## config.mk

```make
export PLATFORM = sky130hd
export DESIGN_NAME = cdc_edge_event_queue
export DESIGN_NICKNAME = d
export VERILOG_FILES = /design/src/rtl/cdc_edge_event_queue.sv
export SDC_FILE = /design/constraint.sdc
export NUM_CORES = 1
export LEC_CHECK = 0
export BUFFER_PORTS_ARGS = -buffer_cell sky130_fd_sc_hd__buf_4
export CAP_MARGIN = 0
export CORE_MARGIN = 1
export CORE_UTILIZATION = 54
export DETAILED_ROUTE_END_ITERATION = 12
export PLACE_DENSITY_LB_ADDON = 0.3
export SYNTH_ARGS = -nofsm -noshare
export SYNTH_HDL_FRONTEND = slang
export SYNTH_SLANG_ARGS = --single-unit
```

## constraint.sdc

```tcl
create_clock -name clk_i -period 3 [get_ports clk_i]
set_input_delay 0.45 -clock clk_i [delete_from_list [all_inputs] [get_ports clk_i]]
set_output_delay 0.45 -clock clk_i [all_outputs]
set_load 0.01 [all_outputs]
```

## src/rtl/cdc_edge_event_queue.sv

```systemverilog
// cdc_edge_event_queue
//   Fast-domain consumer of an already-synchronised level. It tracks the accepted
//   level, emits one-cycle rise/fall pulses and timestamps each accepted edge with a
//   free-running counter. Events {kind, ts} are queued in a small FIFO that is drained
//   over a valid/ready handshake. A sticky flag records any event dropped on a full FIFO.
//
//   Optional feature: define CDC_GLITCH_FILTER_EN to accept an edge only after
//   FILT_CYC consecutive samples differ from the accepted level.
//
// Ports
//   clk_i        in   1     clock, all logic on posedge
//   rst_ni       in   1     synchronous active-low reset
//   data_i       in   1     synchronised input level
//   level_o      out  1     accepted level
//   rise_o       out  1     one-cycle pulse per accepted rising edge
//   fall_o       out  1     one-cycle pulse per accepted falling edge
//   evt_valid_o  out  1     event FIFO non-empty
//   evt_ready_i  in   1     consumer pops head event when high with evt_valid_o
//   evt_kind_o   out  1     head event kind (1 = rise, 0 = fall)
//   evt_ts_o     out  TS_W  head event timestamp
//   overflow_o   out  1     sticky: an event was dropped on a full FIFO
//   clr_ovf_i    in   1     clears overflow_o (a simultaneous drop wins)

module cdc_edge_event_queue #(
    parameter int unsigned DEPTH    = 4,
    parameter int unsigned TS_W     = 16,
    parameter int unsigned FILT_CYC = 2
) (
    input  logic            clk_i,
    input  logic            rst_ni,
    input  logic            data_i,
    output logic            level_o,
    output logic            rise_o,
    output logic            fall_o,
    output logic            evt_valid_o,
    input  logic            evt_ready_i,
    output logic            evt_kind_o,
    output logic [TS_W-1:0] evt_ts_o,
    output logic            overflow_o,
    input  logic            clr_ovf_i
);

    localparam int unsigned PTR_W = (DEPTH > 1) ? $clog2(DEPTH) : 1;
    localparam int unsigned CNT_W = PTR_W + 1;
    localparam int unsigned ENT_W = TS_W + 1;

    // Elaboration-time parameter sanity check
    if ((DEPTH < 2) || ((DEPTH & (DEPTH - 1)) != 0) || (FILT_CYC < 1)) begin : g_param_check
        $error("cdc_edge_event_queue: DEPTH must be a power of 2 >= 2 and FILT_CYC >= 1");
    end

    logic              init_q, init_d;
    logic              level_q, level_d;
    logic              rise_q, rise_d;
    logic              fall_q, fall_d;
    logic [TS_W-1:0]   ts_q, ts_d;
    logic [ENT_W-1:0]  mem_q [DEPTH];
    logic [ENT_W-1:0]  mem_d [DEPTH];
    logic [PTR_W-1:0]  rd_ptr_q, rd_ptr_d;
    logic [PTR_W-1:0]  wr_ptr_q, wr_ptr_d;
    logic [CNT_W-1:0]  cnt_q, cnt_d;
    logic              ovf_q, ovf_d;
    logic              valid_q, valid_d;
    logic              kind_q, kind_d;
    logic [TS_W-1:0]   head_ts_q, head_ts_d;

    logic              accept;
    logic              pop;
    logic              full;
    logic              push_ok;
    logic              drop;

`ifdef CDC_GLITCH_FILTER_EN
    localparam int unsigned FLT_W = (FILT_CYC > 1) ? $clog2(FILT_CYC) : 1;
    logic [FLT_W-1:0]  flt_cnt_q, flt_cnt_d;
`endif

    // Level tracking, edge acceptance and pulse generation
    always_comb begin
        init_d  = init_q;
        level_d = level_q;
        accept  = 1'b0;
`ifdef CDC_GLITCH_FILTER_EN
        flt_cnt_d = flt_cnt_q;
`endif
        if (!init_q) begin
            // First sample after reset only establishes the reference level
            init_d  = 1'b1;
            level_d = data_i;
        end else if (data_i != level_q) begin
`ifdef CDC_GLITCH_FILTER_EN
            if (flt_cnt_q == FLT_W'(FILT_CYC - 1)) begin
                accept    = 1'b1;
                flt_cnt_d = '0;
            end else begin
                flt_cnt_d = flt_cnt_q + FLT_W'(1);
            end
`else
            accept = 1'b1;
`endif
        end else begin
`ifdef CDC_GLITCH_FILTER_EN
            flt_cnt_d = '0;
`endif
        end
        if (accept) begin
            level_d = data_i;
        end
        rise_d = accept & data_i;
        fall_d = accept & ~data_i;
        ts_d   = ts_q + TS_W'(1);
    end

    // Event FIFO; head outputs are registered from the next-state view of the FIFO
    always_comb begin
        mem_d    = mem_q;
        rd_ptr_d = rd_ptr_q;
        wr_ptr_d = wr_ptr_q;
        cnt_d    = cnt_q;

        pop     = (cnt_q != '0) && evt_ready_i;
        full    = (cnt_q == CNT_W'(DEPTH));
        push_ok = accept && (!full || pop);
        drop    = accept && full && !pop;

        // When full, wr_ptr == rd_ptr; with a pop the freed head slot becomes the tail
        if (push_ok) begin
            mem_d[wr_ptr_q] = {data_i, ts_q};
            wr_ptr_d        = wr_ptr_q + PTR_W'(1);
        end
        if (pop) begin
            rd_ptr_d = rd_ptr_q + PTR_W'(1);
        end
        case ({push_ok, pop})
            2'b10:   cnt_d = cnt_q + CNT_W'(1);
            2'b01:   cnt_d = cnt_q - CNT_W'(1);
            default: cnt_d = cnt_q;
        endcase

        valid_d               = (cnt_d != '0);
        {kind_d, head_ts_d}   = mem_d[rd_ptr_d];
        ovf_d                 = drop | (ovf_q & ~clr_ovf_i);
    end

    // State registers
    always_ff @(posedge clk_i) begin
        if (!rst_ni) begin
            init_q    <= 1'b0;
            level_q   <= 1'b0;
            rise_q    <= 1'b0;
            fall_q    <= 1'b0;
            ts_q      <= '0;
            rd_ptr_q  <= '0;
            wr_ptr_q  <= '0;
            cnt_q     <= '0;
            ovf_q     <= 1'b0;
            valid_q   <= 1'b0;
            kind_q    <= 1'b0;
            head_ts_q <= '0;
            for (int i = 0; i < int'(DEPTH); i++) begin
                mem_q[i] <= '0;
            end
`ifdef CDC_GLITCH_FILTER_EN
            flt_cnt_q <= '0;
`endif
        end else begin
            init_q    <= init_d;
            level_q   <= level_d;
            rise_q    <= rise_d;
            fall_q    <= fall_d;
            ts_q      <= ts_d;
            rd_ptr_q  <= rd_ptr_d;
            wr_ptr_q  <= wr_ptr_d;
            cnt_q     <= cnt_d;
            ovf_q     <= ovf_d;
            valid_q   <= valid_d;
            kind_q    <= kind_d;
            head_ts_q <= head_ts_d;
            mem_q     <= mem_d;
`ifdef CDC_GLITCH_FILTER_EN
            flt_cnt_q <= flt_cnt_d;
`endif
        end
    end

    assign level_o     = level_q;
    assign rise_o      = rise_q;
    assign fall_o      = fall_q;
    assign evt_valid_o = valid_q;
    assign evt_kind_o  = kind_q;
    assign evt_ts_o    = head_ts_q;
    assign overflow_o  = ovf_q;

endmodule

```

==> flow_metrics.py <==
metrics = {
    "final_layout": {
        "final_common_cell": "dfxtp_1",
        "utilization": 0.6629,
        "multiInputGateArea_mm2": 0.002157,
        "layout-drive-gt1-share": 0.1418,
        "final_cell_mix": "114 x dfxtp_1, 85 x nand2_1, 60 x nor2_1",
        "syn_to_final_growth_pct": 17.99,
        "fin_nets": 549,
        "fillers": 676,
        "antenna_cells": 0,
        "ff_latch_area_mm2": 0.002282,
    },
    "clock_network": {
        "cts_tree": "yes",
        "cts-root-buf": "clkbuf_8",
        "cts.clk_slew.worst_paths_ns": 0.05,
        "postCtsSetupBuffers": 0,
        "cts_hold_buf": 0,
        "cts_buffer_depth": 2,
        "cts-htree-levels": 4,
        "cts_sinks": 114,
        "cts_buffers": 17,
        "cts_resized": 0,
        "worstSkewPairLatency_ns": 0.51,
    },
    "floorplanning": {
        "ios": 27,
        "dieArea_mm2": 0.008966,
        "die_h_um": 94.69,
        "die_w_um": 94.69,
        "start_util": 0.5618,
        "core_area_mm2": 0.008258,
        "std_cell_rows": 33,
    },
    "setup_path": {
        "worst_setup_path_start_kind": "flop",
        "cp_cell_sequence": "or4b_2 > nand3_2 > ha_1 > inv_1 > fa_1 > xor2_1 > nor2_1 > xnor2_1 > a31oi_1",
        "cp_data_arrival_time_ns": 2.88,
        "worstPathMaxFanout": 6,
        "ff2ff_setup_slack_ns": 0.47,
        "critPathMaxStageDelay_ns": 0.74,
        "slowest_stage": "or4b_2",
        "crit_required_ns": 3.35,
        "cp-end-kind": "flop",
        "crit_type": "reg -> reg",
    },
    "yosys": {
        "synth_edf_count": 0,
        "ys_ff_latch": 114,
        "syn-cell-area_mm2": 0.004639,
        "synth_top_flop_cell": "dfxtp_1",
        "yosysWarnings": 0,
        "synth_cell_types": 40,
        "syn_inst": 522,
        "async_flop_share": 0,
        "synth-seq-area-share": 0.4919,
        "synthesis.nets": 534,
        "avgSynthCellArea_um2": 8.888,
    },
    "placement": {
        "gp_congestion": 0.7522,
        "port_buffers": 26,
        "dp_slack_ns": 0.3258,
        "place_hpwl_mm": 6.002,
    },
    "flow_run": {
        "max-cap-violations": 0,
    },
    "sta": {
        "holdWs_ns": 0.1028,
        "fin_crit_sh": 0.8428,
        "slew_violations": 0,
        "final.setup.tns_ns": 0,
        "finalSetupViolations": 0,
        "max_freq_mhz": 395.5,
        "hold_viol": 0,
        "min_period_ns": 2.528,
        "relSlewSlack": 0.3617,
        "rsz0062_at_grt": "false",
        "worst_slack_ns": 0.4717,
        "fin_worst_skew_ns": 0.006490,
        "tightest_slew_ns": 0.9575,
    },
    "power": {
        "power_mw": 4.616,
        "sequentialPowerShare": 0.358,
        "p_int_mw": 3.246,
        "leakage_nw": 2.001,
        "p_sw_mw": 1.370,
        "peakVddDrop_mv": 0.4955,
        "p_clk_frac": 0.423,
        "swShare": 0.2968,
        "powerDensity_mw_per_mm2": 843.3,
        "comb_power_share": 0.219,
    },
    "grt": {
        "overflow": 0,
        "grt_max_degree": 95,
        "grt_pass1_wl_mm": 16.73,
        "grt_pass1_vias": 3521,
        "grt.total_usage": 0.2488,
        "antenna_found_initial": 0,
    },
    "routing": {
        "wl_per_cell_um": 15.75,
        "viasPerCell": 5.692,
        "wl_mm": 10.32,
        "vias": 3728,
        "drc": 0,
        "drtPass1Iterations": 5,
        "ant_nets": 0,
        "drtIter0Drc": 292,
    },
    "hold_path": {
        "hold_path.class": "in -> reg",
    },
    "status": {
        "status": "completed",
    },
}
-- through the flow --
step | instance area [µm²] | cells
4_1_cts | 5474 | 655
2_1_floorplan | 4639 | 522
5_1_grt | 5474 | 655
6_report | 5474 | 655
3_5_place_dp | 4890 | 623
3_3_place_gp | 4890 | 623
-- worst max-delay path, delay by kind of cell (launching register included) --
family                   cells  cell delay, ns
AO/OA/AOI/OAI                1            0.11
XOR/XNOR                     2            0.30
adder cells (fa/ha/maj)      2            0.55
buffers and inverters        1            0.06
flip-flops                   1            0.38
AND/OR/NAND/NOR              3            0.97
-- kinds of logic (layout without fill, tap and decap cells) --
logic type,Yosys count,in the layout,share of synthesized area
buffers and inverters,52,80,0.04746
xor gates and xnor gates,21,21,0.04126
AOI/OAI and AO/OA,93,93,0.1316
DFF,114,114,0.4919
muxes,36,36,0.08037
and+or+nand+nor,199,199,0.1869
adders and majority gates,7,7,0.02050
-- power by group through the flow --
stage	Combinational, mW	Clock, mW	Sequential (mW)
final	1.01	1.95	1.65
after global routing	1.09	2.05	1.66
after CTS	1.00	1.98	1.65
after detailed placement	0.991	0	1.68
after global placement	0.988	0	1.68
after floorplan	0.714	0	1.68
-- sequential cells by signal (all words and copies together) (netlist names) --
signal	count
cnt_q	3
evt_kind_o	1
evt_ts_o	16
evt_valid_o	1
fall_o	1
init_q	1
level_o	1
mem_q	68
overflow_o	1
rd_ptr_q	2
rise_o	1
ts_q	16
wr_ptr_q	2
-- worst paths after layout --
kind             start     endpoint  cells after the start
min             rst_ni       init_q                      1
max           cnt_q[0]  evt_valid_o                      9
max reg2reg   cnt_q[0]  evt_valid_o                      9
min reg2reg  mem_q[16]    mem_q[16]                      2
-- area by class of cell --
cell class	instances	share of cell area
flip-flops and latches	114	0.4169
multi-input cells	356	0.3941
clock buffers	21	0.08206
repair buffers	37	0.05074
clock inverters	11	0.02469
well taps	105	0.02400
inverters	11	0.007543
-- Yosys cell counts, types with 7 or more instances --
cell type  number  area, µm²
inv_1          11      41.29
nand2_1        85      319.1
clkbuf_1       27      101.4
buf_2          11      55.05
o22ai_1        16      100.1
dfxtp_1       114       2282
mux2i_1        35      350.3
o31ai_1        16      120.1
xor2_1         11      96.34
nor3_1         26      130.1
or3_1           7      43.79
xnor2_1         9      78.83
nor2_1         60      225.2
a21oi_1        37      185.2
o22a_1         16      140.1
-- per-layer routing --
layer	part of all wire	vias up	global-route usage
met3	0.052	32	0.07166
met1	0.44	1762	0.3046
met4	0.024	0	0.1149
met2	0.49	117	0.4029
li1	-	1817	-
met5	0	-	0
(Power assumes the default switching activity.)
